$ cat config.mk
export PLATFORM = sky130hd
export DESIGN_NAME = rrat_commit
export DESIGN_NICKNAME = d
export VERILOG_FILES = /design/src/rtl/rrat_commit.sv
export SDC_FILE = /design/constraint.sdc
export NUM_CORES = 1
export LEC_CHECK = 0
export BUFFER_PORTS_ARGS = -buffer_cell sky130_fd_sc_hd__buf_4
export CAP_MARGIN = 25
export CORE_ASPECT_RATIO = 2
export CORE_MARGIN = 8
export CORE_UTILIZATION = 50
export DETAILED_ROUTE_END_ITERATION = 16
export PLACE_DENSITY = 0.8
export SYNTH_ARGS = -nofsm -noshare
export SYNTH_HDL_FRONTEND = slang
export SYNTH_SLANG_ARGS = --single-unit
$ cat constraint.sdc
create_clock -name clk -period 3.25 [get_ports clk]
set_input_delay 0.4875 -clock clk [delete_from_list [all_inputs] [get_ports clk]]
set_output_delay 0.4875 -clock clk [all_outputs]
set_load 0.01 [all_outputs]
$ cat src/rtl/rrat_commit.sv
// Retirement register alias table: applies up to SS in-order commits per cycle,
// returns displaced physical registers to the free list, and publishes the map for flush recovery.
module rrat_commit #(
    parameter int SS        = 2,
    parameter int ARCH_REGS = 32,
    parameter int PHYS_REGS = 64,
    localparam int PW       = $clog2(PHYS_REGS),
    localparam int AW       = $clog2(ARCH_REGS)
) (
    input  logic          clk,
    input  logic          rst,
    // Commit lanes have no ready: the ROB presents them unconditionally and,
    // while busy is high, any lane presented is dropped.
    input  logic          commit_valid    [SS],
    input  logic [AW-1:0] commit_rd       [SS],
    input  logic [PW-1:0] commit_pd       [SS],
    input  logic          commit_regwrite [SS],
    input  logic          flush,
    output logic          free_valid      [SS],
    output logic [PW-1:0] free_preg       [SS],
    output logic [PW-1:0] rrat_map        [ARCH_REGS],
    output logic          restore_valid,
    output logic          busy
);

    typedef enum logic {
        RUN     = 1'b0,
        RECOVER = 1'b1
    } state_t;

    state_t        state;
    logic [PW-1:0] nxt_map    [ARCH_REGS];
    logic          nxt_fvalid [SS];
    logic [PW-1:0] nxt_fpreg  [SS];

    // Lanes chain through nxt_map so a younger lane sees the older lane's write.
    always_comb begin
        nxt_map = rrat_map;
        for (int k = 0; k < SS; k++) begin
            nxt_fvalid[k] = 1'b0;
            nxt_fpreg[k]  = '0;
            if (state == RUN && commit_valid[k] && commit_regwrite[k] &&
                commit_rd[k] != '0) begin
                nxt_fvalid[k]         = 1'b1;
                nxt_fpreg[k]          = nxt_map[commit_rd[k]];
                nxt_map[commit_rd[k]] = commit_pd[k];
            end
        end
    end

    always_ff @(posedge clk) begin
        if (rst) begin
            for (int i = 0; i < ARCH_REGS; i++) begin
                rrat_map[i] <= PW'(i);
            end
            for (int k = 0; k < SS; k++) begin
                free_valid[k] <= 1'b0;
                free_preg[k]  <= '0;
            end
            state         <= RUN;
            restore_valid <= 1'b0;
            busy          <= 1'b0;
        end else begin
            rrat_map   <= nxt_map;
            free_valid <= nxt_fvalid;
            free_preg  <= nxt_fpreg;
            case (state)
                RUN: begin
                    if (flush) begin
                        state         <= RECOVER;
                        restore_valid <= 1'b1;
                        busy          <= 1'b1;
                    end
                end
                RECOVER: begin
                    // A second flush here is ignored; recovery is always one cycle.
                    state         <= RUN;
                    restore_valid <= 1'b0;
                    busy          <= 1'b0;
                end
                default: begin
                    state         <= RUN;
                    restore_valid <= 1'b0;
                    busy          <= 1'b0;
                end
            endcase
        end
    end

endmodule

==> results of run 1 <==
logic make-up (layout without fill, tap and decap cells):
kind of cell,Yosys count,count (layout),synth area share (%)
other,0,2,0
AND/OR/NAND/NOR,469,469,19.2
buffers and inverters,142,368,4.76
flip-flops,208,208,33.7
multiplexers,255,255,26.7
AO/OA/AOI/OAI,293,293,15.6
through the flow:
step	utilization [%]	power [mW]	cells	setup WS (ns)	hold slack [ns]
after CTS	63.4	6.15	1924	0.0329	0.233
final	63.4	6.21	1927	0.0180	0.240
after global placement	60.2	3.32	1888	-0.120	0.494
after detailed placement	60.2	3.33	1888	-0.116	0.516
after floorplan	-	3.03	1367	0.302	0.509
after global routing	63.4	6.30	1925	0.0365	0.238
how the worst max path moves through the flow:
stage | slack [ns] | to | depth (start not counted) | start
floorplan | 0.30 | free_preg[3] | 8 | commit_valid[1]
global placement | -0.12 | free_preg[1] | 9 | commit_rd[9]
detailed placement | -0.12 | free_preg[1] | 9 | commit_rd[9]
CTS | 0.03 | free_preg[1] | 8 | state
global route | 0.04 | free_preg[0] | 9 | state
finish | 0.02 | free_preg[0] | 9 | state
cell usage in the layout (no fill, tap or decap), drive strengths merged, types with 7 or more instances in the layout:
cell type,n
nor3,11
o22ai,69
o21ai,85
mux2i,195
nor2,139
a22oi,10
bufinv,7
clkbuf,23
nand2,161
buf,328
mux4,60
a211oi,106
nand3,9
or4,8
dfxtp,208
nor2b,10
nor4,9
nand2b,84
report_power, final:
part	leakage (nW)	switching [mW]	internal, mW
registers	1.68	0.0317	2.57
logic	4.36	0.464	0.242
clock network	0.382	1.14	1.76
critical path: cells and delay by family (launching register included):
| kind | cells | cell delay, ns |
|---|---|---|
| muxes | 1 | 0.42 |
| AOI/OAI and AO/OA | 2 | 0.49 |
| DFF | 1 | 0.45 |
| and+or+nand+nor | 4 | 1.30 |
| buffers and inverters | 2 | 0.45 |
flip-flops by register name, summed over array words and instances (netlist names):
register,flops
rrat_map,192
free_preg,12
free_valid,2
busy,1
state,1
layer usage:
metal	share of wire [%]	GRT usage [%]	routed length, um	vias up
met5	0.053	0	34	-
met4	9.6	31.2	6170	6
met3	11	8.97	6810	328
met2	47	69.0	30500	1173
met1	32	45.2	20800	6311
li1	-	-	-	5457
area by class of cell:
class | instances | area [um2]
Antenna cell | 2 | 5.00
Clock buffer | 23 | 543
Clock inverter | 13 | 245
Fill cell | 2110 | 8930
Inverter | 4 | 15.0
Multi-Input combinational cell | 1017 | 7600
Sequential cell | 208 | 4160
Tap cell | 332 | 415
Timing Repair Buffer | 328 | 2500
==> results.md, run 1 <==
* Worst skew pair latency at between 0.5 and 0.6 ns
* Count leader, synth: dfxtp_1
* Area of the core at 0.0244 mm2
* Count of final setup violators at 0
* Hold Crit Start: flush
* Total GRT Usage at 41.4%
* CTS tree: built
* Largest net degree at the start of global routing at 86
* Vias per cell at 6.89
* Final Slew Violations at 0
* Worst Hold Class: in2reg
* CP max-delay cell: and4bb_1
* Post-DP Area at between 0.01 and 0.015 mm2
* CTS Buffer Depth at 3
* Post-CTS setup buffer count at 0
* Reg2Reg Depth at 9
* Drt wl/cell at 33.3 um
* Critical path class: reg2reg
* RSZ-0062 raised after global routing: false
* Ys Warns at 0
* Final period util at about 99%
* Fin Setup TNS at 0 ns
* Synth top area share at 33.7%
* Register area share after synthesis at between 30% and 40%
* Crit path max fanout at 13
* Vias in the first global route at 12,700
* Yosys top cell by area: dfxtp_1
* CTS resizes at 0
* Final wirelength at 64,200 um
* Final #Nets at 1,609
* Startpoint class of the critical path: flop
* Leak pwr at 6.42 nW
* Hold path depth at 2
* Critical Path AT at 3.66 ns
* Clk_skew at 0.0105 ns
* Clock sink total at 208
* Synthesized area at 0.0124 mm2
* Htree depth at 1
* CTS root buffer: clkbuf_16
* Fraction of layout cells with a size suffix above 1 at 28.1%
* Crit-path cells: and4bb_1, nor2b_1, buf_4, mux2i_1, o21ai_0, nor3_1, buf_4, nand3_1, o21a_1
* R2R setup slack at 0.02 ns
* Die area at 0.0303 mm2
* Port bufs at ~240
* Final worst path period need at approximately 3.2 ns
* Setup crit end kind: flop
* Drt first pass iters at 6
* Total CTS buffers at 21
* Initial DRC Count at 1,895
* Max-Cap Viols at 0
* Die height at ~240 um
* Row count at 81
* RePlAce Congestion at 1.07
* Cell count after synthesis at 1,367
* Most used flip-flop cell after synthesis: dfxtp_1
* Max incr delay on CP at 0.46 ns
* Clock slew at reported path FFs at 0.07 ns
* Actual slew at the worst max-slew pin at 0.886 ns
* Reg2reg end: free_preg[0]
* Hold Path End: state
* Die Width at 127 um
* Post-synth EDFFs at 0
* Status: completed
* RR Startpoint: state
* Starting Density at 50.6%
* Pwr/cell area at 401 mW/mm2
* Most frequent cells after synthesis: 208 x dfxtp_1, 195 x mux2i_1, 156 x nand2_1
* DRC viols at 0
* Max VDD drop at 0.506 mV
* First-pass GRT wire length at approximately 90,000 um
* Initial antenna violation count at 3
* Main area contributors after synthesis: dfxtp_1 34%, mux2i_1 16%, mux4_2 11%
* Synth async-reset ratio at 0%
* Final antenna-violating net count at 0
* Post-Syn Nets at 1,396
* DP Wirelength at 46,000 um
* GRT Residual Overflow at 0
* Final hold vios at 0
* I/O pin cnt at 237
* Worst Path Required at between 3 and 4 ns
* Most frequent CP cell: buf_4
* Vias at 13,300
* Yosys reg bits at about 210
* Slew margin rel. at 39.3%
* Area growth from synthesis to layout at 25.4%
* Final Instance Area at 0.0155 mm2
* Max frequency at approximately 310 MHz
* Unique masters post-synth at 60
* Synthesized area per cell at 9.04 um2
* Hold-fix buffers, CTS at 0
(Power assumes the default switching activity.)
==> run 2: changes to the inputs <==
--- a/config.mk
+++ b/config.mk
@@ -5,6 +5,7 @@
 export SDC_FILE = /design/constraint.sdc
 export NUM_CORES = 1
 export LEC_CHECK = 0
+export ABC_CLOCK_PERIOD_IN_PS = 3250
 export BUFFER_PORTS_ARGS = -buffer_cell sky130_fd_sc_hd__buf_4
 export CAP_MARGIN = 25
 export CORE_ASPECT_RATIO = 2
@@ -12,6 +13,7 @@
 export CORE_UTILIZATION = 50
 export DETAILED_ROUTE_END_ITERATION = 16
 export PLACE_DENSITY = 0.8
+export REMOVE_ABC_BUFFERS = 1
 export SYNTH_ARGS = -nofsm -noshare
 export SYNTH_HDL_FRONTEND = slang
 export SYNTH_SLANG_ARGS = --single-unit
==> results.md, run 2 (synthesis results as in run 1) <==
* Status: completed
* RePlAce Congestion at 1.02 (-4.1%)
* Switching part of the total at 27.4% (+1.2 points)
* Htree depth at 1 (unchanged)
* Area growth from synthesis to layout at 25.3% (about the same)
* Starting Density at 50.6% (unchanged)
* Initial antenna violation count at 0 (-3)
* Total GRT Usage at 39.9% (-1.5 points)
* Post-DP Area at 0.0148 mm2 (+0.65%)
* P_int at 4.21 mW (-8.1%)
* First-pass GRT wire length at 89,000 um (-2.4%)
* Switching Power at 1.59 mW (-2.5%)
* Startpoint class of the critical path: flop
* DRC viols at 0 (unchanged)
* Actual slew at the worst max-slew pin at 1.12 ns (+0.236 ns)
* Vias per cell at 6.76 (-1.9%)
* CTS root buffer: clkbuf_16
* Critical path class: reg2reg
* Reg2reg end: free_preg[0]
* RSZ-0062 raised after global routing: false
* Final period util at 94.3% (-5.1 points)
* Total CTS buffers at 21 (unchanged)
* Clock slew at reported path FFs at 0.07 ns (about the same)
* Final wirelength at 61,900 um (-3.7%)
* Drt first pass iters at 8 (+2)
* Setup crit end kind: flop
* Worst setup margin at 0.185 ns (+0.167 ns)
* Worst Path Required at 3.66 ns (about the same)
* Commonest non-fill, non-tap cell in the layout: buf_4
* Worst skew pair latency at 0.54 ns (about the same)
* Final Power at 5.80 mW (-6.6%)
* Biggest register: rrat_map
* Fin Setup TNS at 0 ns (unchanged)
* Largest register FFs at 192 (unchanged)
* Final Slew Violations at 0 (unchanged)
* Max VDD drop at 0.416 mV (-18%)
* Vias in the first global route at 12,700 (-0.47%)
* Vias at 13,000 (-1.8%)
* Hold WS at 0.220 ns (-0.0198 ns)
* Biggest registers after layout: rrat_map (192), free_preg (12), free_valid (2)
* Initial DRC Count at 1,494 (-21%)
* Clock sink total at 208 (unchanged)
* Layout Cells excl Fill at 1,928 (+0.052%)
* Clk_skew at 0.0258 ns (+0.0153 ns)
* Leak pwr at 6.41 nW (about the same)
* Dpl cells at 1,889 (+0.053%)
* Worst Hold Class: in2reg
* Critical Path AT at 3.47 ns (-0.19 ns)
* Max-Cap Viols at 0 (unchanged)
* Reg2Reg Depth at 8 (-1)
* Comb power frac at 12.0% (+0.6 points)
* Hold Crit Start: flush
* Final worst path period need at 3.06 ns (-0.167 ns)
* Final Instance Area at 0.0155 mm2 (about the same)
* Final hold vios at 0 (unchanged)
* Row count at 81 (unchanged)
* Hold path depth at 3 (+1)
* Final #Nets at 1,609 (unchanged)
* Post-layout util at 63.4% (about the same)
* Pwr/cell area at 375 mW/mm2 (-6.5%)
* Port bufs at 236 (unchanged)
* Post-CTS setup buffer count at 0 (unchanged)
* RR Startpoint: state
* Clock power share at 43.1% (-3.6 points)
* CTS tree: built
* Crit path max fanout at 5 (-8)
* Fillers at 2,125 (+0.71%)
* GRT Residual Overflow at 0 (unchanged)
* I/O pin cnt at 237 (unchanged)
* Hold Path End: busy
* Drt wl/cell at 32.1 um (-3.7%)
* R2R setup slack at 0.19 ns (+0.17 ns)
* Most frequent cells in the layout: 318 x buf_4, 208 x dfxtp_1, 195 x mux2i_1
* Slew margin rel. at 24.9% (-14 points)
* Die Width at 127 um (unchanged)
* Max frequency at 326 MHz (+5.5%)
* Die area at 0.0303 mm2 (unchanged)
* Final antenna-violating net count at 0 (unchanged)
* CTS Buffer Depth at 3 (unchanged)
* DP Wirelength at 45,300 um (-1.5%)
* Seq pwr share at 44.9% (+2.9 points)
* Count of final setup violators at 0 (unchanged)
* Fraction of layout cells with a size suffix above 1 at 28.0% (-0.16 points)
* Largest net degree at the start of global routing at 99 (+15%)
* Area of the core at 0.0244 mm2 (unchanged)
* Die height at 238 um (unchanged)
* Pre-CTS setup slack at 0.0316 ns (+0.148 ns)
[run 2: changes by cell type in the layout (fill, tap and decap cells not counted), sizes merged]
cell	previous run	this run
bufinv	7	1
clkbuf	23	32
clkinv	4	2
diode	2	1
inv	4	5
[run 2: area by class of cell]
class	count	area [um2]	area share, %
repair buffers	328	2590	16.7
clock buffers	32	617	3.99
inverters	4	15.0	0.0970
diodes	1	2.50	0.0162
multi-input cells	1017	7610	49.2
well taps	332	415	2.68
flip-flops and latches	208	4160	26.9
clock inverters	6	63.8	0.412
[run 2: repair_timing]
item,CTS,global route
endpoints found under the setup margin,0,1
hold buffers,0,0
resized for setup,0,1
[run 2: critical path, stage by stage, from the launching register on]
cell and delay, ns:
dfxtp_1 0.34, or4b_1 0.68, nor4b_4 0.41, buf_4 0.23
mux2i_1 0.25, o22ai_1 0.14, nor4_1 0.33, nand3_1 0.27
o21a_1 0.29
[run 2: worst max-delay path by stage]
| stage | startpoint | end | slack [ns] | cells past startpoint |
|---|---|---|---|---|
| final | state | free_preg[0] | 0.19 | 8 |
| after global routing | state | free_preg[3] | 0.19 | 7 |
| after CTS | state | free_preg[0] | 0.29 | 8 |
| after detailed placement | commit_rd[9] | free_preg[0] | 0.03 | 9 |
| after global placement | commit_rd[5] | free_preg[3] | 0.02 | 9 |
| after floorplan | commit_rd[9] | free_preg[3] | 0.41 | 7 |
[run 2: metal layers]
layer	track usage [%]	part of all wire, %	wire length (um)	vias up
met1	41.7	32	20100	6245
li1	-	-	-	5458
met5	0	0	0	-
met3	7.49	8.9	5500	301
met2	68.9	49	30500	1030
met4	31.5	9.4	5830	0
[run 2: power groups by stage]
stage | sequential (mW) | combinational (mW) | clock (mW)
6_report | 2.60 | 0.698 | 2.50
3_3_place_gp | 2.66 | 0.665 | 0
4_1_cts | 2.60 | 0.670 | 2.51
5_1_grt | 2.60 | 0.711 | 2.60
2_1_floorplan | 2.66 | 0.230 | 0
3_5_place_dp | 2.66 | 0.668 | 0
==> run 3: changes to the inputs <==
--- a/config.mk
+++ b/config.mk
@@ -14,6 +14,7 @@
 export DETAILED_ROUTE_END_ITERATION = 16
 export PLACE_DENSITY = 0.8
 export REMOVE_ABC_BUFFERS = 1
+export SETUP_SLACK_MARGIN = 0.5
 export SYNTH_ARGS = -nofsm -noshare
 export SYNTH_HDL_FRONTEND = slang
 export SYNTH_SLANG_ARGS = --single-unit
==> results.md, run 3 (synthesis results as in run 1) <==
* Worst Path Required at 3.64 ns (-0.02 ns)
* Final period util at 88.2% (-6.1 points)
* Vias in the first global route at 12,800 (+0.62%)
* First-pass GRT wire length at 89,700 um (+0.78%)
* Post-DP Area at 0.0148 mm2 (unchanged)
* Max frequency at 349 MHz (+6.9%)
* CP max-delay cell: or4_4
* Actual slew at the worst max-slew pin at 0.872 ns (-0.250 ns)
* Max-Cap Viols at 0 (unchanged)
* Drt wl/cell at 32.3 um (+0.72%)
* Crit path max fanout at 10 (+5)
* Vias per cell at 6.78 (+0.23%)
* Vias at 13,100 (+0.80%)
* CTS tree: built
* Starting Density at 50.6% (unchanged)
* CTS Buffer Depth at 3 (unchanged)
* Die area at 0.0303 mm2 (unchanged)
* Largest register FFs at 192 (unchanged)
* I/O pin cnt at 237 (unchanged)
* Critical Path AT at 3.26 ns (-0.21 ns)
* Worst setup margin at 0.383 ns (+0.198 ns)
* Row count at 81 (unchanged)
* Multi-input gate area at 0.00778 mm2 (+2.3%)
* DP Wirelength at 45,300 um (unchanged)
* Worst Hold Class: in2reg
* Final wirelength at 62,700 um (+1.3%)
* Biggest registers after layout: rrat_map (192), free_preg (12), free_valid (2)
* Clk_skew at 0.0194 ns (-0.00643 ns)
* Critical path class: reg2reg
* Commonest non-fill, non-tap cell in the layout: buf_4
* Storage cell area at 0.00417 mm2 (about the same)
* Die height at 238 um (unchanged)
* Slew margin rel. at 41.9% (+17 points)
* Startpoint class of the critical path: flop
* Final Instance Area at 0.0158 mm2 (+1.8%)
* Setup crit end kind: flop
* Largest net degree at the start of global routing at 99 (unchanged)
* Fraction of layout cells with a size suffix above 1 at 30.6% (+2.7 points)
* Pwr/cell area at 370 mW/mm2 (-1.4%)
* Final hold vios at 0 (unchanged)
* Drt first pass iters at 5 (-3)
* Hold WS at 0.227 ns (+0.00668 ns)
* Max incr delay on CP at 0.60 ns (-0.08 ns)
* Initial DRC Count at 1,647 (+10%)
* Total GRT Usage at 40.2% (+0.30 points)
* Max VDD drop at 0.418 mV (+0.33%)
* Die Width at 127 um (unchanged)
* Count of final setup violators at 0 (unchanged)
* Reg2Reg Depth at 8 (unchanged)
* Antenna diodes at 0 (-1)
* Most frequent CP cell: or4_4
* Final antenna-violating net count at 0 (unchanged)
* Hold-fix buffers, CTS at 0 (unchanged)
* Initial antenna violation count at 2 (+2)
* Final Power at 5.82 mW (+0.42%)
* Clock slew at reported path FFs at 0.07 ns (about the same)
* Area growth from synthesis to layout at 27.5%
* Leak pwr at 6.49 nW (+1.1%)
* Worst skew pair latency at 0.53 ns (about the same)
* Critical Path Start: state
* Final #Nets at 1,621 (+0.75%)
* Most frequent cells in the layout: 328 x buf_4, 207 x dfxtp_1, 184 x mux2i_1
* RSZ-0062 raised after global routing: true
* RR Startpoint: state
* Clock sink total at 208 (unchanged)
* Area of the core at 0.0244 mm2 (unchanged)
* Hold path depth at 3 (unchanged)
* Status: completed
* Port bufs at 236 (unchanged)
* Biggest register: rrat_map
* CTS root buffer: clkbuf_16
* GRT Residual Overflow at 0 (unchanged)
* Final worst path period need at 2.87 ns (-0.198 ns)
* Fillers at 2,089 (-1.7%)
* Pre-CTS setup slack at 0.0316 ns (unchanged)
* Hold Crit Start: flush
* Htree depth at 1 (unchanged)
* Fin Setup TNS at 0 ns (unchanged)
* RePlAce Congestion at 1.02 (unchanged)
* Final Slew Violations at 0 (unchanged)
* Total CTS buffers at 21 (unchanged)
* DRC viols at 0 (unchanged)
* Crit-path cells: buf_12, nand4b_4, or4_4, mux2i_2, o22ai_1, or4_4, nor4_4, a41oi_1
## run 3: cell count changes in the layout (fill, tap and decap cells not counted), moves of 3 or more
| cell | previous run | this run |
|---|---|---|
| nor4_1 | 8 | 4 |
| nor2_1 | 137 | 134 |
| nand2_2 | 5 | 9 |
| mux2i_1 | 195 | 184 |
| buf_4 | 318 | 328 |
| mux2i_2 | 0 | 9 |
| o22ai_2 | 0 | 4 |
| nand2_1 | 156 | 152 |
| o22ai_1 | 69 | 65 |
## run 3: critical path: cells and delay by family, from the launching register on
kind | cells | cell delay, ns
AND/OR/NAND/NOR | 4 | 1.70
flip-flops | 1 | 0.36
AO/OA/AOI/OAI | 2 | 0.27
multiplexers | 1 | 0.24
buffers and inverters | 1 | 0.14
## run 3: routing by layer
layer,share of wire (%),track usage (%)
met2,50,69.2
met5,0.018,0
met1,32,41.8
met4,9.0,32.0
met3,8.9,8.05
## run 3: what timing repair did
item	in CTS	in global routing
setup buffers	8	4
gates resized for setup	23	22
setup endpoints to repair	5	29
endpoints found under the hold margin	0	0
pin swaps	8	4
## run 3: cell type report
| type | instances | share of cell area, % |
|---|---|---|
| flip-flops and latches | 208 | 26.5 |
| inverters | 4 | 0.0953 |
| clock buffers | 32 | 3.92 |
| multi-input cells | 1017 | 49.4 |
| well taps | 332 | 2.64 |
| repair buffers | 340 | 17.1 |
| clock inverters | 6 | 0.405 |
## run 3: per-stage QoR
step / utilization, % / instances
global placement: 60.5 / 1889
global route: 64.5 / 1939
detailed placement: 60.5 / 1889
CTS: 63.9 / 1935
finish: 64.5 / 1939
floorplan: - / 1229
## run 3: report_power, final
part / total, mW / internal [mW] / switching (mW) / leakage (nW)
Combinational: 0.719 / 0.252 / 0.468 / 4.48
Clock: 2.50 / 1.39 / 1.11 / 0.329
Sequential: 2.60 / 2.57 / 0.0278 / 1.68
## run 3: path summary, 6_finish.rpt
kind,end,slack (ns)
worst min register to register,rrat_map[187],0.52
worst max-delay path,free_preg[3],0.38
worst min-delay path,busy,0.23
worst max register to register,free_preg[3],0.38
